$ cat config.mk
export PLATFORM = sky130hd
export DESIGN_NAME = uart_tx_arbiter
export DESIGN_NICKNAME = d
export VERILOG_FILES = /design/src/rtl/uart_tx_arbiter.sv
export SDC_FILE = /design/constraint.sdc
export NUM_CORES = 1
export LEC_CHECK = 0
export CAP_MARGIN = 30
export CORE_UTILIZATION = 35
export DETAILED_ROUTE_END_ITERATION = 8
export GPL_TIMING_DRIVEN = 0
export PLACE_DENSITY_LB_ADDON = 0.25
export SLEW_MARGIN = 20
export SYNTH_ARGS = -nofsm -noshare
export SYNTH_HDL_FRONTEND = slang
export SYNTH_SLANG_ARGS = --single-unit
$ cat constraint.sdc
create_clock -name clk -period 9.9 [get_ports clk]
set_clock_uncertainty 0.05 [all_clocks]
set_input_delay 1.485 -clock clk [delete_from_list [all_inputs] [get_ports clk]]
set_output_delay 1.485 -clock clk [all_outputs]
set_load 0.02 [all_outputs]
$ cat src/rtl/uart_tx_arbiter.sv
// Shares one uart_tx serializer between NUM_REQ byte producers. Arbitration is round-robin at
// message boundaries, and each byte is sequenced as pulse, wait for completion, then a gap.
module uart_tx_arbiter #(
  parameter int unsigned NUM_REQ      = 3,
  parameter int unsigned CHAR_GAP     = 100000,
  parameter int unsigned LOCK_TIMEOUT = 5000000
) (
  input  logic                   clk,
  input  logic                   rst,
  input  logic [NUM_REQ-1:0]     req_valid,
  input  logic [8*NUM_REQ-1:0]   req_data,
  input  logic [NUM_REQ-1:0]     req_last,
  output logic [NUM_REQ-1:0]     req_ready,
  output logic                   transmit,
  output logic [7:0]             tx_byte,
  input  logic                   is_transmitting,
  output logic [2:0]             grant_id,
  output logic                   locked,
  output logic                   busy,
  output logic                   timeout_evt
);

  localparam int unsigned GapW = (CHAR_GAP > 1) ? $clog2(CHAR_GAP) : 1;
  localparam int unsigned TmoW = (LOCK_TIMEOUT > 1) ? $clog2(LOCK_TIMEOUT) : 1;
  localparam logic [GapW-1:0] GapLast = (CHAR_GAP > 0) ? GapW'(CHAR_GAP - 1) : '0;
  localparam logic [TmoW-1:0] TmoLast = (LOCK_TIMEOUT > 0) ? TmoW'(LOCK_TIMEOUT - 1) : '0;
  localparam logic [2:0]      RrInit  = 3'(NUM_REQ - 1);

  typedef enum logic [2:0] {
    StIdle,
    StAccept,
    StPulse,
    StWaitStart,
    StWaitDone,
    StGap
  } state_e;

  state_e          state_q, state_d;
  logic [2:0]      grant_q, grant_d;
  logic [2:0]      rr_q, rr_d;
  logic [7:0]      byte_q, byte_d;
  logic            locked_q, locked_d;
  logic [GapW-1:0] gap_q, gap_d;
  logic [TmoW-1:0] tmo_q, tmo_d;
  logic            evt_q, evt_d;

  // Requester vectors widened to the full 3-bit index space so any index selects cleanly.
  logic [7:0]  valid_pad;
  logic [7:0]  last_pad;
  logic [63:0] data_pad;

  assign valid_pad = 8'(req_valid);
  assign last_pad  = 8'(req_last);
  assign data_pad  = 64'(req_data);

  logic       sel_found;
  logic [2:0] sel_idx;
  logic [2:0] cand;

  // Round-robin search starting just after the previous owner.
  always_comb begin
    sel_found = 1'b0;
    sel_idx   = '0;
    cand      = '0;
    for (int unsigned k = 1; k <= NUM_REQ; k++) begin
      cand = 3'((32'(rr_q) + k) % NUM_REQ);
      if (!sel_found && valid_pad[cand]) begin
        sel_found = 1'b1;
        sel_idx   = cand;
      end
    end
  end

  always_comb begin
    state_d  = state_q;
    grant_d  = grant_q;
    rr_d     = rr_q;
    byte_d   = byte_q;
    locked_d = locked_q;
    gap_d    = gap_q;
    tmo_d    = tmo_q;
    evt_d    = 1'b0;

    unique case (state_q)
      StIdle: begin
        // A new byte is held off while the serializer is still busy, e.g. after a reset mid-frame.
        if (locked_q) begin
          if (valid_pad[grant_q]) begin
            tmo_d = '0;
            if (!is_transmitting) begin
              byte_d   = data_pad[{grant_q, 3'b000} +: 8];
              locked_d = !last_pad[grant_q];
              state_d  = StAccept;
            end
          end else if (tmo_q == TmoLast) begin
            locked_d = 1'b0;
            evt_d    = 1'b1;
            tmo_d    = '0;
          end else begin
            tmo_d = tmo_q + 1'b1;
          end
        end else if (sel_found && !is_transmitting) begin
          grant_d  = sel_idx;
          rr_d     = sel_idx;
          byte_d   = data_pad[{sel_idx, 3'b000} +: 8];
          locked_d = !last_pad[sel_idx];
          state_d  = StAccept;
        end
      end
      StAccept:    state_d = StPulse;
      StPulse:     state_d = StWaitStart;
      StWaitStart: state_d = StWaitDone;
      StWaitDone: begin
        if (!is_transmitting) begin
          gap_d   = '0;
          state_d = (CHAR_GAP == 0) ? StIdle : StGap;
        end
      end
      StGap: begin
        if (gap_q == GapLast) begin
          state_d = StIdle;
        end else begin
          gap_d = gap_q + 1'b1;
        end
      end
      default: state_d = StIdle;
    endcase

    if (state_q != StIdle) begin
      tmo_d = '0;
    end
  end

  always_ff @(posedge clk or posedge rst) begin
    if (rst) begin
      state_q  <= StIdle;
      grant_q  <= '0;
      rr_q     <= RrInit;
      byte_q   <= 8'h00;
      locked_q <= 1'b0;
      gap_q    <= '0;
      tmo_q    <= '0;
      evt_q    <= 1'b0;
    end else begin
      state_q  <= state_d;
      grant_q  <= grant_d;
      rr_q     <= rr_d;
      byte_q   <= byte_d;
      locked_q <= locked_d;
      gap_q    <= gap_d;
      tmo_q    <= tmo_d;
      evt_q    <= evt_d;
    end
  end

  for (genvar i = 0; i < NUM_REQ; i++) begin : g_ready
    assign req_ready[i] = (state_q == StAccept) && (grant_q == 3'(i));
  end

  assign transmit    = (state_q == StPulse);
  assign tx_byte     = byte_q;
  assign grant_id    = grant_q;
  assign locked      = locked_q;
  assign busy        = (state_q != StIdle) || locked_q;
  assign timeout_evt = evt_q;

endmodule
==> results of run 1 <==
==> tightest hold or removal path, cell delays in order (launching register included) <==
cell	delay [ns]
dfrtp_1	0.34
nand2_1	0.05
o221ai_1	0.06
==> report_power, final <==
| group | internal [mW] | switching [mW] | total (mW) | leakage (nW) |
|---|---|---|---|---|
| clock | 0.220 | 0.107 | 0.327 | 0.146 |
| sequential | 0.248 | 0.0155 | 0.264 | 0.771 |
| combinational | 0.0462 | 0.0665 | 0.113 | 1.33 |
| total | 0.514 | 0.190 | 0.703 | 2.24 |
==> layout by cell type (no fill, tap or decap), types with 4 or more instances in the layout <==
cell type,n
or3_1,5
o21ai_0,18
and2_1,5
nor2b_1,7
mux2i_1,16
ha_1,21
xor2_1,29
nor2_1,68
nand3_1,18
o221ai_1,8
nor3_1,12
clkbuf_16,9
inv_1,25
and3_1,8
nor4_1,4
a21oi_1,13
nand2_1,48
a211oi_1,5
clkdlybuf4s50_1,50
clkbuf_1,10
xnor2_1,12
o21a_1,4
nor4b_1,4
dfrtp_1,56
nand4_1,9
==> sequential cells by signal (all words and copies together) (netlist names) <==
signal / count
tmo_q: 23
gap_q: 17
locked: 1
tx_byte: 8
rr_q: 1
timeout_evt: 1
grant_id: 3
state_q: 3
==> worst min-delay path by stage <==
stage                     slack (ns)  startpoint    endpoint  cells after the start
after floorplan                 0.43   tmo_q[19]   tmo_q[19]                      1
after CTS                       0.44  tx_byte[3]  tx_byte[3]                      2
after detailed placement        0.43  tx_byte[3]  tx_byte[3]                      2
after global routing            0.46  tx_byte[3]  tx_byte[3]                      2
after global placement          0.42  tx_byte[0]  tx_byte[0]                      2
final                           0.44  tx_byte[2]  tx_byte[2]                      2
==> cells in the mapped netlist, drive strengths merged (12+ instances only) <==
master,n,share of area
nor3,12,0.014
xnor2,15,0.037
inv,26,0.023
mux2i,16,0.038
nor2,68,0.061
dfrtp,56,0.34
nand3,18,0.022
a21oi,13,0.016
nand2,48,0.043
xor2,29,0.061
o21ai,21,0.025
ha,21,0.063
==> cells by family (layout without fill, tap and decap cells) <==
family | after synthesis | count (layout) | share of synthesized area
AO/OA/AOI/OAI | 90 | 90 | 0.1674
XOR/XNOR | 44 | 44 | 0.09799
adder cells (fa/ha/maj) | 21 | 21 | 0.06312
buffers and inverters | 40 | 106 | 0.04238
flip-flops | 57 | 57 | 0.3430
multiplexers | 19 | 19 | 0.04749
AND/OR/NAND/NOR | 205 | 205 | 0.2387
==> layout make-up <==
class | count | area [um2] | area share
sequential | 57 | 1428 | 0.2768
inverter | 27 | 103.9 | 0.02014
tap | 143 | 178.9 | 0.03469
timing repair buffer | 50 | 500.5 | 0.09704
buffer | 13 | 75.07 | 0.01456
multi-input combinational | 379 | 2559 | 0.4961
clock buffer | 11 | 232.7 | 0.04512
clock inverter | 5 | 80.08 | 0.01553
==> layer usage <==
layer  vias to the layer above  part of all wire
li1                       1814                 -
met1                      1711              0.48
met2                        60              0.47
met3                        10             0.039
met4                         0             0.012
met5                         -                 0
==> impl_results.md, run 1 <==
* Outcome: complete, but fails checks
* Failing checks: design-rule violations
* Prevailing post-synth register cell: dfrtp_1
* Pins Over Slew Limit at 0
* IO Count at 51
* DRC errors left at 12
* MaxCap Viol Count at 0
* Fin worst setup slack at 4.392 ns
* Pleak at about 2.2 nW
* Skew-Pair Late Insertion Delay at 0.32 ns
* Final Setup Violations at 0
* Cts bufs inserted at 9
* Drt total wl at between 9 and 10 mm
* Fin crit share at 0.5564
* Detailed-route via count at 3,595
* Hold WC Path Type: flop to flop
* H-tree depth at 3
* Initial antenna violation count at 0
* Post-CTS setup buffers at 0
* Drt first pass iters at 6
* Headroom to the max-slew limit at 0.4546
* Layout Cells excl Fill at around 690
* Via density at around 5.2
* Die height at 111.1 um
* Util after Layout at 0.4478
* Critical path class: flop to flop
* IO Port Bufs at 50
* Nets at 591
* Starting Density at 0.3615
* CP endpoint kind: flop
* Tot Pwr at ~0.70 mW
* Inst Count DP at 669
* Most used cell along the critical path: ha_1
* Synth async-reset ratio at 1.000
* CP max stage delay at 0.66 ns
* Critical path's top delay family: compound AO/OA/AOI/OAI gates
* Synth warn at 0
* GRT overflow at 0
* Startpoint types: flop
* RR Endpoint: tx_byte[7]
* CTS tree: built
* Reg clk slew, reported paths at 0.05 ns
* CTS Sinks at 57
* Core area at 0.01152 mm2
* Buf+Inv Stages, Crit Path at 4
* First-pass GRT wire length at about 17 mm
* Critical path destination: tx_byte[7]
* Max rail drop VDD at roughly 0.070 mV
* CTS max path bufs at 2
* Final GP Congestion at approximately 0.80
* Std-Cell Rows at 39
* First DRT Iteration DRCs at ~280
* Layout cell share with drive strength beyond 1 at 0.07196
* Minimum clock period at 5.508 ns
* Syn Inst Count at 476
* Drt wl/cell at 14.15 um
* Hold-fix buffers, CTS at 0
* Final ANT Viol Nets at 0
* Cell Area, Synth at 0.004163 mm2
* M2 GR Usage at 0.2730
* Worst hold margin at 0.4394 ns
* Maximum clock rate at 181.6 MHz
* Reg-to-reg startpoint: grant_id[0]
* Pwr dens at 136.4 mW/mm2
* Post-Layout Inst Area at 0.005157 mm2
* Worst Setup Slack post-DPL at 4.422 ns
* R2R cell count at 20
* CP max FO at 10
* Post-DP Area at a little under 0.005 mm2
* RSZ-0062 raised after global routing: no
* Fillers at 1,146
* CTS root buffer: clkbuf_16
* CP max stage cell: o21ai_1
* Die W at 111.1 um
* Number of synthesized register bits at 57
* Final hold violation count at 0
* Hpwl dp at 7.173 mm
* Area of the die at ~0.012 mm2
* Post-cts resize count at 0
* Worst-margin pin slew at a little over 0.8 ns
* GRT busiest layer: met2
* Worst Path Arrival at 5.64 ns
* Post-synth EDFFs at 0
* GR Util All Layers at 0.1675
* Vias in the first global route at 3,562
* Met3 Use GR at 0.03390
* P&R area growth vs syn at 23.90%
* Post-synthesis cell type count at 70
* CP startpoint: grant_id[0]
* Sequential share of the synthesized area at 0.3430
* Crit path cell chain: buf_6 > clkinv_1 > ha_1 > xor2_1 > nor2_1 > ha_1 > ha_1 > inv_1 > o21ai_1 > o21ai_0 > and2_1 > inv_1 > ha_1 > a221oi_1 > nor4_1 > o21ai_0 > o211ai_1 > o21ai_1 > a31o_4 > o221ai_1
* Avg Inst Size Synth at 8.745 um2
* Syn Nets at 530
* ANT cells at 0
* Reg2reg setup slack at 4.39 ns
* Met1 track demand over resource at 0.2191
* Largest net degree at the start of global routing at between 50 and 60
* CP required at 10.03 ns
* Setup TNS at 0 ns
* Number of cells on the critical path at 20
Power figures use the tool's default switching activity.
==> run 2, diff against run 1 <==
==> constraint.sdc (replaced) <==
create_clock -name clk -period 4.7 [get_ports clk]
set_clock_uncertainty 0.05 [all_clocks]
set_input_delay 0.705 -clock clk [delete_from_list [all_inputs] [get_ports clk]]
set_output_delay 0.705 -clock clk [all_outputs]
set_load 0.02 [all_outputs]
==> impl_results.md, run 2 (same netlist as run 1, synthesis figures left out) <==
* GRT overflow at 0 (unchanged)
* Pleak at 2.348 nW (was 2.243 nW)
* Max rail drop VDD at 0.1498 mV (was 0.06970 mV)
* Drt total wl at 10.26 mm (was 9.693 mm)
* Reg2reg setup slack at 0.17 ns (was 4.39 ns)
* CTS tree: built (unchanged)
* Tot Pwr at 1.486 mW (was 0.7035 mW)
* DRC errors left at 12 (unchanged)
* Setup TNS at 0 ns (unchanged)
* Cts bufs inserted at 9 (unchanged)
* Starting Density at 0.3615 (unchanged)
* Failing checks: design-rule violations (unchanged)
* Worst-margin pin slew at 0.8115 ns (was 0.8119 ns)
* First DRT Iteration DRCs at 251 (was 276)
* Headroom to the max-slew limit at 0.4548 (was 0.4546)
* Via density at 5.286 (was 5.248)
* IO Count at 51 (unchanged)
* Fin crit share at 0.9646 (was 0.5564)
* GR Util All Layers at 0.1692 (was 0.1675)
* Comb pwr share at 0.163 (was 0.160)
* Detailed-route via count at 3,695 (was 3,595)
* Largest net degree at the start of global routing at 58 (unchanged)
* Initial antenna violation count at 0 (unchanged)
* Core area at 0.01152 mm2 (unchanged)
* Nets at 605 (was 591)
* Final Setup Violations at 0 (unchanged)
* Outcome: complete, but fails checks (unchanged)
* CP endpoint kind: flop (unchanged)
* Drt wl/cell at 14.68 um (was 14.15 um)
* Most frequent cells in the layout: nor2_1, dfrtp_1, clkdlybuf4s50_1 (unchanged)
* Clock power frac at 0.463 (was 0.465)
* First-pass GRT wire length at 16.93 mm (was 16.81 mm)
* Psw at 0.4026 mW (was 0.1895 mW)
* CTS max path bufs at 2 (unchanged)
* Sw frac at 0.2709 (was 0.2694)
* Final hold violation count at 0 (unchanged)
* CP max FO at 6 (was 10)
* Commonest non-fill, non-tap cell in the layout: nor2_1 (unchanged)
* Util after Layout at 0.4778 (was 0.4478)
* MaxCap Viol Count at 0 (unchanged)
* Std-Cell Rows at 39 (unchanged)
* Startpoint types: flop (unchanged)
* CTS Sinks at 57 (unchanged)
* Max FFs per register at 23 (unchanged)
* Pins Over Slew Limit at 0 (unchanged)
* Skew-Pair Late Insertion Delay at 0.32 ns (about the same)
* Drt first pass iters at 6 (unchanged)
* Die height at 111.1 um (unchanged)
* Sequential power share at 0.373 (was 0.375)
* Worst Path Arrival at 4.68 ns (was 5.64 ns)
* Hpwl dp at 7.173 mm (unchanged)
* CP required at 4.84 ns (was 10.03 ns)
* Maximum clock rate at 220.6 MHz (was 181.6 MHz)
* P&R area growth vs syn at 32.19% (was 23.90%)
* Reg with most FFs: tmo_q (unchanged)
* Final GP Congestion at 0.7962 (unchanged)
* IO Port Bufs at 50 (unchanged)
* Critical path class: flop to flop (unchanged)
* Hold WC Path Type: flop to flop (unchanged)
* Layout cell share with drive strength beyond 1 at 0.1529 (was 0.07196)
* Fillers at 1,115 (was 1,146)
* H-tree depth at 3 (unchanged)
* Final ANT Viol Nets at 0 (unchanged)
* Minimum clock period at 4.534 ns (was 5.508 ns)
* Reg clk slew, reported paths at 0.05 ns (about the same)
* Die W at 111.1 um (unchanged)
* Area of the die at 0.01233 mm2 (unchanged)
* Vias in the first global route at 3,595 (was 3,562)
* CTS root buffer: clkbuf_16 (unchanged)
* ANT cells at 0 (unchanged)
* Hold-fix buffers, CTS at 0 (unchanged)
* Power Internal at 1.084 mW (was 0.5140 mW)
* Pwr dens at 270.1 mW/mm2 (was 136.4 mW/mm2)
==> run 2: changes by cell type in the layout (fill, tap and decap cells not counted), moves of 4 or more <==
cell	delta
o221ai_1	-7
o221ai_2	+7
ha_1	-4
buf_4	+12
==> run 2: metrics by stage <==
stage                     instances  setup slack [ns]  cell area [um2]  hold WS, ns
after floorplan                 476            0.3673             4163       0.4279
after global placement          669           -0.7186             4842       0.4227
after detailed placement        669           -0.7782             4845       0.4253
after CTS                       686           0.01938             5216       0.4426
after global routing            699          -0.07543             5503       0.4566
final                           699            0.1665             5503       0.4359
==> run 2: critical path, cell delays in order, from the launching register on <==
cell and delay [ns]:
dfstp_2 0.59, inv_2 0.09, ha_1 0.24, a21o_4 0.26, nor2_4 0.16, ha_1 0.21
ha_2 0.23, inv_4 0.06, o21ai_4 0.11, or3_4 0.19, and2_1 0.18, inv_1 0.09
ha_4 0.18, a221o_1 0.31, a2111oi_4 0.32, a21oi_1 0.09, o32ai_2 0.31, o21ai_1 0.11
buf_6 0.15, buf_4 0.13, mux2i_1 0.21, o221ai_2 0.13
==> run 2: final cells by class <==
| type | instances | area (um2) | share of cell area |
|---|---|---|---|
| Sequential cell | 57 | 1430 | 0.2599 |
| Tap cell | 143 | 178.9 | 0.03251 |
| Clock inverter | 5 | 80.08 | 0.01455 |
| Multi-Input combinational cell | 379 | 2773 | 0.5039 |
| Timing Repair Buffer | 64 | 618.1 | 0.1123 |
| Inverter | 27 | 111.4 | 0.02024 |
| Clock buffer | 11 | 232.7 | 0.04229 |
| Buffer | 13 | 78.83 | 0.01432 |
==> run 2: layer usage <==
metal / wire (um) / GRT usage
met1: 4743 / 0.2171
met2: 4937 / 0.2792
met3: 427 / 0.03663
met4: 154 / 0.06306
met5: 0 / 0
==> run 2: final timing paths <==
check	from	end	depth (start not counted)
min in group asynchronous	rst	tmo_q[12]	2
worst max register to register	rr_q[1]	tx_byte[4]	21
worst max-delay path	rr_q[1]	tx_byte[4]	21
worst min register to register	tx_byte[5]	tx_byte[5]	2
max in group asynchronous	rst	grant_id[0]	2
worst min-delay path	tx_byte[5]	tx_byte[5]	2
==> run 2: what timing repair did <==
| item | in CTS | in global routing |
|---|---|---|
| endpoints found under the setup margin | 14 | 14 |
| pin swaps | 1 | 8 |
| setup buffers | 1 | 13 |
| gates resized for setup | 13 | 34 |
==> run 2: power by group through the flow <==
stage          sequential, mW  combinational [mW]  clock, mW
4_1_cts                 0.554               0.244      0.708
3_5_place_dp            0.562               0.242          0
6_report                0.555               0.242      0.689
2_1_floorplan           0.554               0.164          0
3_3_place_gp            0.562               0.239          0
5_1_grt                 0.561               0.281      0.726
==> run 3, diff against run 2 <==
==> constraint.sdc (replaced) <==
create_clock -name clk -period 4.6 [get_ports clk]
set_clock_uncertainty 0.05 [all_clocks]
set_input_delay 0.69 -clock clk [delete_from_list [all_inputs] [get_ports clk]]
set_output_delay 0.69 -clock clk [all_outputs]
set_load 0.02 [all_outputs]
==> impl_results.md, run 3 (same netlist as run 1, synthesis figures left out) <==
* Setup TNS at 0 ns (unchanged)
* Post-DP Area at 0.004845 mm2 (unchanged)
* CTS tree: built (unchanged)
* Fin crit share at 0.9609 (was 0.9646)
* CTS Sinks at 57 (unchanged)
* Starting Density at 0.3615 (unchanged)
* DRC errors left at 12 (unchanged)
* IO Port Bufs at 50 (unchanged)
* Final hold violation count at 0 (unchanged)
* RR Endpoint: locked (was tx_byte[4])
* Final GP Congestion at 0.7962 (unchanged)
* Clock power frac at 0.464 (was 0.463)
* Nets at 604 (was 605)
* CTS max path bufs at 2 (unchanged)
* Reg2reg setup slack at 0.18 ns (was 0.17 ns)
* Post-Layout Inst Area at 0.005482 mm2 (was 0.005503 mm2)
* Largest net degree at the start of global routing at 58 (unchanged)
* Cts bufs inserted at 9 (unchanged)
* Std-Cell Rows at 39 (unchanged)
* Core area at 0.01152 mm2 (unchanged)
* H-tree depth at 3 (unchanged)
* Hpwl dp at 7.173 mm (unchanged)
* Tot Pwr at 1.522 mW (was 1.486 mW)
* Reg-to-reg startpoint: grant_id[0] (was rr_q[1])
* Reg clk slew, reported paths at 0.05 ns (about the same)
* Max FFs per register at 23 (unchanged)
* Outcome: complete, but fails checks (unchanged)
* Worst Setup Slack post-DPL at -0.8782 ns (was -0.7782 ns)
* Hold depth at 2 (unchanged)
* First DRT Iteration DRCs at 232 (was 251)
* Hold Startpoint: tx_byte[1] (was tx_byte[5])
* Critical path class: flop to flop (unchanged)
* Layout cell share with drive strength beyond 1 at 0.1495 (was 0.1529)
* CP endpoint kind: flop (unchanged)
* Failing checks: design-rule violations (unchanged)
* Worst Path Arrival at 4.58 ns (was 4.68 ns)
* Pleak at 2.339 nW (was 2.348 nW)
* Area of the die at 0.01233 mm2 (unchanged)
* GRT overflow at 0 (unchanged)
* Drt total wl at 10.16 mm (was 10.26 mm)
* Commonest non-fill, non-tap cell in the layout: nor2_1 (unchanged)
* MaxCap Viol Count at 0 (unchanged)
* Hold-fix buffers, CTS at 0 (unchanged)
* Startpoint types: flop (unchanged)
* Drt first pass iters at 7 (was 6)
* CP max FO at 10 (was 6)
* Final ANT Viol Nets at 0 (unchanged)
* Maximum clock rate at 226.2 MHz (was 220.6 MHz)
* R2R cell count at 22 (was 21)
* Drt wl/cell at 14.56 um (was 14.68 um)
* Psw at 0.4140 mW (was 0.4026 mW)
* Sw frac at 0.2719 (was 0.2709)
* Comb pwr share at 0.164 (was 0.163)
* Initial antenna violation count at 0 (unchanged)
* Minimum clock period at 4.420 ns (was 4.534 ns)
* Die W at 111.1 um (unchanged)
* WHS Endpoint: tx_byte[1] (was tx_byte[5])
* Hold WC Path Type: flop to flop (unchanged)
* First-pass GRT wire length at 16.99 mm (was 16.93 mm)
* Final Setup Violations at 0 (unchanged)
* Vias in the first global route at 3,601 (was 3,595)
* Reg with most FFs: tmo_q (unchanged)
* Skew-Pair Late Insertion Delay at 0.33 ns (was 0.32 ns)
* Sequential power share at 0.373 (about the same)
* CP required at 4.75 ns (was 4.84 ns)
* Detailed-route via count at 3,673 (was 3,695)
* CTS root buffer: clkbuf_16 (unchanged)
* Most frequent cells in the layout: nor2_1, dfrtp_1, clkdlybuf4s50_1 (unchanged)
* P&R area growth vs syn at 31.68% (was 32.19%)
* Worst-margin pin slew at 0.8115 ns (about the same)
* Pwr dens at 277.7 mW/mm2 (was 270.1 mW/mm2)
* Worst hold margin at 0.4368 ns (was 0.4359 ns)
* Fin worst setup slack at 0.1798 ns (was 0.1665 ns)
* ANT cells at 0 (unchanged)
* GR Util All Layers at 0.1699 (was 0.1692)
* Pins Over Slew Limit at 0 (unchanged)
* Max rail drop VDD at 0.1566 mV (was 0.1498 mV)
* Die height at 111.1 um (unchanged)
* Via density at 5.262 (was 5.286)
* Power Internal at 1.108 mW (was 1.084 mW)
* IO Count at 51 (unchanged)
* Headroom to the max-slew limit at 0.4548 (about the same)
run 3: worst max-delay path by stage:
stage,slack [ns],end,startpoint
floorplan,0.27,tx_byte[0],grant_id[0]
global placement,-0.82,tx_byte[7],grant_id[0]
detailed placement,-0.88,tx_byte[1],grant_id[0]
CTS,0.02,locked,grant_id[0]
global route,-0.04,tx_byte[0],grant_id[0]
finish,0.18,locked,grant_id[0]
run 3: layer usage:
layer / wire length (um) / GRT usage / share of wire / up-vias
li1: - / - / - / 1838
met5: 0 / 0 / 0 / -
met1: 4766 / 0.2174 / 0.47 / 1765
met2: 4887 / 0.2813 / 0.48 / 59
met4: 140 / 0.06306 / 0.014 / 0
met3: 367 / 0.03663 / 0.036 / 11
run 3: worst max-delay path: stages (launching register included):
cell and delay, ns:
dfrtp_2 0.42, buf_6 0.15, clkinv_4 0.10, ha_4 0.17, xor2_4 0.20, nor2_4 0.06, ha_2 0.18, ha_2 0.19
inv_2 0.10, o21ai_4 0.10, or3_4 0.41, and2_1 0.20, inv_1 0.10, ha_4 0.16, nand2_1 0.10, a211oi_4 0.25
nor4_1 0.09, o21ai_1 0.24, o211ai_1 0.17, buf_4 0.18, buf_4 0.13, o21a_2 0.24, a221o_1 0.32
run 3: what timing repair did:
action / in CTS / in global routing
setup buffers: 3 / 9
resized for setup: 14 / 30
setup endpoints to repair: 14 / 14
cloned: 0 / 1
pin swaps: 3 / 12
run 3: per-stage QoR:
stage | std cells | util
floorplan | 476 | -
global placement | 669 | 0.4205
detailed placement | 669 | 0.4207
CTS | 688 | 0.4546
global route | 698 | 0.4760
finish | 698 | 0.4760
run 3: power groups by stage:
stage | Clock (mW) | Combinational [mW] | Sequential [mW]
finish | 0.706 | 0.250 | 0.567
floorplan | 0 | 0.168 | 0.566
global route | 0.742 | 0.289 | 0.573
CTS | 0.724 | 0.249 | 0.567
global placement | 0 | 0.244 | 0.575
detailed placement | 0 | 0.248 | 0.574
run 3: area by class of cell:
cell class	count	area, um2
Buffer	13	78.83
Clock inverter	5	80.08
Timing Repair Buffer	63	608.1
Clock buffer	11	232.7
Fill cell	1117	6035
Sequential cell	57	1430
Inverter	27	108.9
Multi-Input combinational cell	379	2764
Tap cell	143	178.9
